## src/rtl/program_load_responder.sv

```systemverilog
// Program-load write receiver: pairs AW/W beats in order and issues registered 512-bit RAM writes.
// Optional running checksum of written lanes is enabled by defining PROGRAM_LOAD_CHECKSUM_EN.
module program_load_responder #(
    parameter int ADDR_WIDTH    = 15,
    parameter int DATA_WIDTH    = 512,
    parameter int AW_FIFO_DEPTH = 4,
    parameter int IMAGE_BYTES   = 2048
) (
    input  logic                    clk,
    input  logic                    rst,
    input  logic                    program_load_en,
    input  logic                    program_load_aw_valid,
    output logic                    program_load_aw_ready,
    input  logic [ADDR_WIDTH-1:0]   program_load_aw_payload_addr,
    input  logic                    program_load_w_valid,
    output logic                    program_load_w_ready,
    input  logic [DATA_WIDTH-1:0]   program_load_w_payload_data,
    input  logic [DATA_WIDTH/8-1:0] program_load_w_payload_strb,
    output logic                    mem_we,
    output logic [ADDR_WIDTH-7:0]   mem_addr,
    output logic [DATA_WIDTH-1:0]   mem_wdata,
    output logic [DATA_WIDTH/8-1:0] mem_wstrb,
    output logic [15:0]             beats_written,
    output logic                    load_done,
    output logic                    err_misaligned,
    output logic [31:0]             checksum
);

    localparam int STRB_W = DATA_WIDTH / 8;
    localparam int IDX_W  = ADDR_WIDTH - 6;
    localparam int PTR_W  = $clog2(AW_FIFO_DEPTH);

    logic en_q;
    logic en_rise;

    logic [IDX_W-1:0] aw_mem [AW_FIFO_DEPTH];
    logic [PTR_W:0]   wr_ptr;
    logic [PTR_W:0]   rd_ptr;
    logic             fifo_full;
    logic             fifo_nonempty;

    logic              w_reg_valid;
    logic [DATA_WIDTH-1:0] w_reg_data;
    logic [STRB_W-1:0] w_reg_strb;

    logic        aw_fire;
    logic        w_fire;
    logic        pair_fire;
    logic [15:0] beats_next;
    logic        load_done_next;

    assign en_rise       = program_load_en && !en_q;
    assign fifo_nonempty = (wr_ptr != rd_ptr);
    assign fifo_full     = (wr_ptr[PTR_W] != rd_ptr[PTR_W]) &&
                           (wr_ptr[PTR_W-1:0] == rd_ptr[PTR_W-1:0]);

    // Readies are held low while rst is asserted so no handshake can land during reset.
    assign program_load_aw_ready = program_load_en && !rst && !fifo_full;
    assign pair_fire             = program_load_en && fifo_nonempty && w_reg_valid;
    assign program_load_w_ready  = program_load_en && !rst && (!w_reg_valid || pair_fire);
    assign aw_fire               = program_load_aw_valid && program_load_aw_ready;
    assign w_fire                = program_load_w_valid && program_load_w_ready;

    // NOTE: sequential state uses non-blocking assignments so every register samples pre-edge values.
    always_ff @(posedge clk) begin
        if (rst) en_q <= 1'b0;
        else     en_q <= program_load_en;
    end

    // Pointers flush while en is low; nothing can be pushed then, so this equals a falling-edge flush.
    always_ff @(posedge clk) begin
        if (rst || !program_load_en) begin
            wr_ptr <= '0;
            rd_ptr <= '0;
        end else begin
            if (aw_fire)   wr_ptr <= wr_ptr + 1'b1;
            if (pair_fire) rd_ptr <= rd_ptr + 1'b1;
        end
    end

    // NOTE: the address storage is deliberately not reset; validity comes only from the pointers.
    always_ff @(posedge clk) begin
        if (aw_fire) aw_mem[wr_ptr[PTR_W-1:0]] <= program_load_aw_payload_addr[ADDR_WIDTH-1:6];
    end

    always_ff @(posedge clk) begin
        if (rst || !program_load_en) w_reg_valid <= 1'b0;
        else if (w_fire)             w_reg_valid <= 1'b1;
        else if (pair_fire)          w_reg_valid <= 1'b0;
    end

    always_ff @(posedge clk) begin
        if (w_fire) begin
            w_reg_data <= program_load_w_payload_data;
            w_reg_strb <= program_load_w_payload_strb;
        end
    end

    // NOTE: every always_comb output gets a default first so no latch is inferred.
    always_comb begin
        beats_next = beats_written;
        if (en_rise)
            beats_next = '0;
        else if (pair_fire && beats_written != 16'hFFFF)
            beats_next = beats_written + 16'd1;
    end

    assign load_done_next = ({10'd0, beats_next, 6'd0} >= IMAGE_BYTES);

    always_ff @(posedge clk) begin
        if (rst) begin
            beats_written <= '0;
            load_done     <= 1'b0;
        end else begin
            beats_written <= beats_next;
            load_done     <= load_done_next;
        end
    end

    // A misaligned accept in the rising-edge cycle belongs to the new load, so set wins over clear.
    always_ff @(posedge clk) begin
        if (rst)
            err_misaligned <= 1'b0;
        else if (aw_fire && program_load_aw_payload_addr[5:0] != 6'd0)
            err_misaligned <= 1'b1;
        else if (en_rise)
            err_misaligned <= 1'b0;
    end

    always_ff @(posedge clk) begin
        if (rst) begin
            mem_we    <= 1'b0;
            mem_addr  <= '0;
            mem_wdata <= '0;
            mem_wstrb <= '0;
        end else begin
            mem_we <= pair_fire;
            if (pair_fire) begin
                mem_addr  <= aw_mem[rd_ptr[PTR_W-1:0]];
                mem_wdata <= w_reg_data;
                mem_wstrb <= w_reg_strb;
            end
        end
    end

`ifdef PROGRAM_LOAD_CHECKSUM_EN
    logic [31:0] beat_sum;

    always_comb begin
        beat_sum = '0;
        for (int i = 0; i < DATA_WIDTH / 32; i++)
            if (&w_reg_strb[4*i +: 4]) beat_sum = beat_sum ^ w_reg_data[32*i +: 32];
    end

    // Updated on the pairing edge so the new value appears alongside the write it covers.
    always_ff @(posedge clk) begin
        if (rst || en_rise)  checksum <= '0;
        else if (pair_fire)  checksum <= checksum ^ beat_sum;
    end
`else
    assign checksum = '0;
`endif

endmodule
```

## config.mk

```make
export PLATFORM = sky130hd
export DESIGN_NAME = program_load_responder
export DESIGN_NICKNAME = d
export VERILOG_FILES = /design/src/rtl/program_load_responder.sv
export SDC_FILE = /design/constraint.sdc
export NUM_CORES = 2
export LEC_CHECK = 0
export ABC_AREA = 1
export BUFFER_PORTS_ARGS = -buffer_cell sky130_fd_sc_hd__buf_2
export CORE_AREA = 2 2 484 486
export DETAILED_ROUTE_END_ITERATION = 7
export DIE_AREA = 0 0 486 488
export HOLD_SLACK_MARGIN = 0.12
export SLEW_MARGIN = 10
export SYNTH_ARGS = -nofsm -noshare
export SYNTH_HDL_FRONTEND = slang
export SYNTH_SLANG_ARGS = --single-unit
```

## constraint.sdc

```tcl
create_clock -name clk -period 53.9 [get_ports clk]
set_clock_uncertainty 0.05 [all_clocks]
set_input_delay 5.39 -clock clk [delete_from_list [all_inputs] [get_ports clk]]
set_output_delay 5.39 -clock clk [all_outputs]
set_load 0.01 [all_outputs]
```

==> impl_metrics.toml <==
[status]
status = "completed"

[synthesis]
syn_area_um2 = 40600
synthTopCellsByCount = "nand2_1 (1233), dfxtp_1 (612), edfxtp_1 (612)"
netlist_instances = 3472
synth_top_area_frac = 0.452
synth_seq_area_share = 0.754
synth-seq-cells = 1224
avgSynthCellArea_um2 = 11.7
synth_most_common_cell = "nand2_1"
async_reset_ff_frac = 0
yosysUniqueCellTypes = 30
synth_edf_count = 612
synth_area_leader_cell = "edfxtp_1"
ys_top_cells_by_area = "edfxtp_1 (45%), dfxtp_1 (30%), nand2_1 (11%)"
synthFlopType = "edfxtp_1"
yosysWarnings = 0

[sta]
rsz0062_at_grt = "no"
setup_viol = 0
fmax_mhz = 84.1
fin_crit_sh = 0.221
tightest_slew_ps = 1100
drv_slew = 0
period_minus_slack_ps = 11890
final.setup.tns_ps = 0
hold_viol = 0
max_slew_margin = 0.265

[cts]
cts_sinks = 1224
cts_hold_buf = 0
cts_buffer_depth = 3
cts_root_buf = "clkbuf_16"
cts_buffers = 138
cts_setup_buffers = 0
cts_tree = "yes"
insertion_delay_ps = 780
cts.repair.resized = 0
path_clk_slew_ps = 50
h-tree-depth = 4

[pwr]
p_leak_nw = 20.4
ir_drop_uv = 28.3
power.density_nw_per_um2 = 36.8

[drt]
viasPerCell = 3.88
drt_pass1_iterations = 5
ant_nets = 0
drt_first_iter_violations = 2039
wl_per_cell_um = 21.0
drt-total-wl_um = 164000
vias = 30400
post-route-drc-count = 0

[worst_setup_path]
crit_type = "primary input to output port"
slowest_delay_ps = 400
critPathMostFrequentCell = "nor2_1"
reg2reg_depth = 12
start_kind = "primary input"
critPathArrivalTime_ps = 6450
crit_chain = "buf_8, nor2_1, inv_1, nor2_1, buf_2"
crit_path_max_fanout = 25
cp-end-kind = "output port"
cp_slowest_cell = "nor2_1"
crit_required_ps = 48460

[grt]
grt_pass1_vias = 29500
grt_pass1_wl_um = 223000
grt_start_max_net_pins = 172
overflow = 0
antenna_found_initial = 88
grtUsageTotal = 0.132

[die]
die_w_um = 486
io_pins = 1234
fp.coreArea_um2 = 232000
start_util = 0.175
die_h_um = 488
die_area_um2 = 237000
rows = 177

[final_layout]
num-nets-final = 5239
design_area_um2 = 54000
areaGrowthSynthToFinish_pct = 32.9
drive_gt1_frac = 0.306

[placed_design]
place_hpwl_um = 125000
portBuffers = 1201
place_area_um2 = 49400
place.gp.congestion = 0.925

[min_path]
hold_path_depth = 2
hp-class = "register to register"

[flow_run]
cap_viol_max_count = 0
## registers in the layout (all words and copies together), names as in the netlist
| register | flops |
|---|---|
| aw_mem | 36 |
| en_q | 1 |
| mem_wstrb | 64 |
| rd_ptr | 3 |
| beats_written | 16 |
| mem_wdata | 512 |
| w_reg_strb | 64 |
| w_reg_data | 512 |
| mem_we | 1 |
| load_done | 1 |
| wr_ptr | 3 |
| mem_addr | 9 |
| err_misaligned | 1 |
| w_reg_valid | 1 |
## kinds of logic (layout without fill, tap and decap cells)
kind of cell    Yosys count  after routing  synth area share
simple gates           1315           1315             0.123
other cells               1             63         0.0000923
flops                  1224           1224             0.754
buf+inv                 268           1520            0.0384
fa+ha+maj                 6              6           0.00185
xor+xnor                 12             12           0.00259
compound gates          646            646            0.0801
## where the power goes
group / internal [mW] / total, mW / switching, mW / leakage, nW
sequential: 0.994 / 1.00 / 0.00563 / 10.5
combinational: 0.0188 / 0.0522 / 0.0333 / 7.63
clock: 0.525 / 0.935 / 0.410 / 2.21
## routing by layer
layer  wire, µm  vias to the layer above  GRT usage
met1      65400                    14600      0.156
met3      19200                      305     0.0626
met2      73500                     1402      0.205
li1           -                    14000          -
met4       6110                       36     0.0521
met5        325                        -    0.00306
## path summary, 6_finish.rpt
check                                            startpoint                           to  slack (ps)
worst max-delay path                                    rst         program_load_w_ready       42010
worst min-delay path            mem_wdata[176]$_SDFFE_PP0P_  mem_wdata[176]$_SDFFE_PP0P_         410
worst max register to register       rd_ptr[0]$_SDFFE_PP0P_    w_reg_data[318]$_DFFE_PP_       48460
worst min register to register  mem_wdata[176]$_SDFFE_PP0P_  mem_wdata[176]$_SDFFE_PP0P_         410
## critical path: cells and delay by family
| kind | cells | cell delay [ps] |
|---|---|---|
| and+or+nand+nor | 2 | 540 |
| buffers and inverters | 3 | 490 |
## per-stage QoR
step                      utilization  setup slack, ps  instances  total power [mW]  hold slack (ps)
after floorplan                     -             6800       3503              1.06              408
after CTS                       0.233            41980       7798              2.02              411
after global routing            0.233            41900       7812              2.06              423
after global placement          0.213            41940       7540              1.07              385
final                           0.233            42010       7829              1.99              409
after detailed placement        0.213            41990       7540              1.07              402
## placed cells by master (no fill, tap or decap), drive strengths merged, types with 3 or more instances in the layout
master    count
xnor2         3
inv          46
edfxtp      612
ha            6
clkinvlp      4
o21ai        34
clkinv       42
dfxtp       612
buf        1231
clkbuf      196
conb         32
xor2          9
nor2         63
nand3         9
nand2      1238
diode        31
a21oi       599
o22ai         9
## layout make-up
| type | count | area (µm²) |
|---|---|---|
| tap | 3043 | 3810 |
| antenna | 31 | 77.6 |
| clock buffer | 196 | 3940 |
| timing repair buffer | 1231 | 6270 |
| fill | 24900 | 178000 |
| multi-input combinational | 2011 | 8560 |
| sequential | 1224 | 30600 |
| inverter | 31 | 124 |
| clock inverter | 62 | 598 |
No activity file was read; power rests on OpenSTA's default activity.
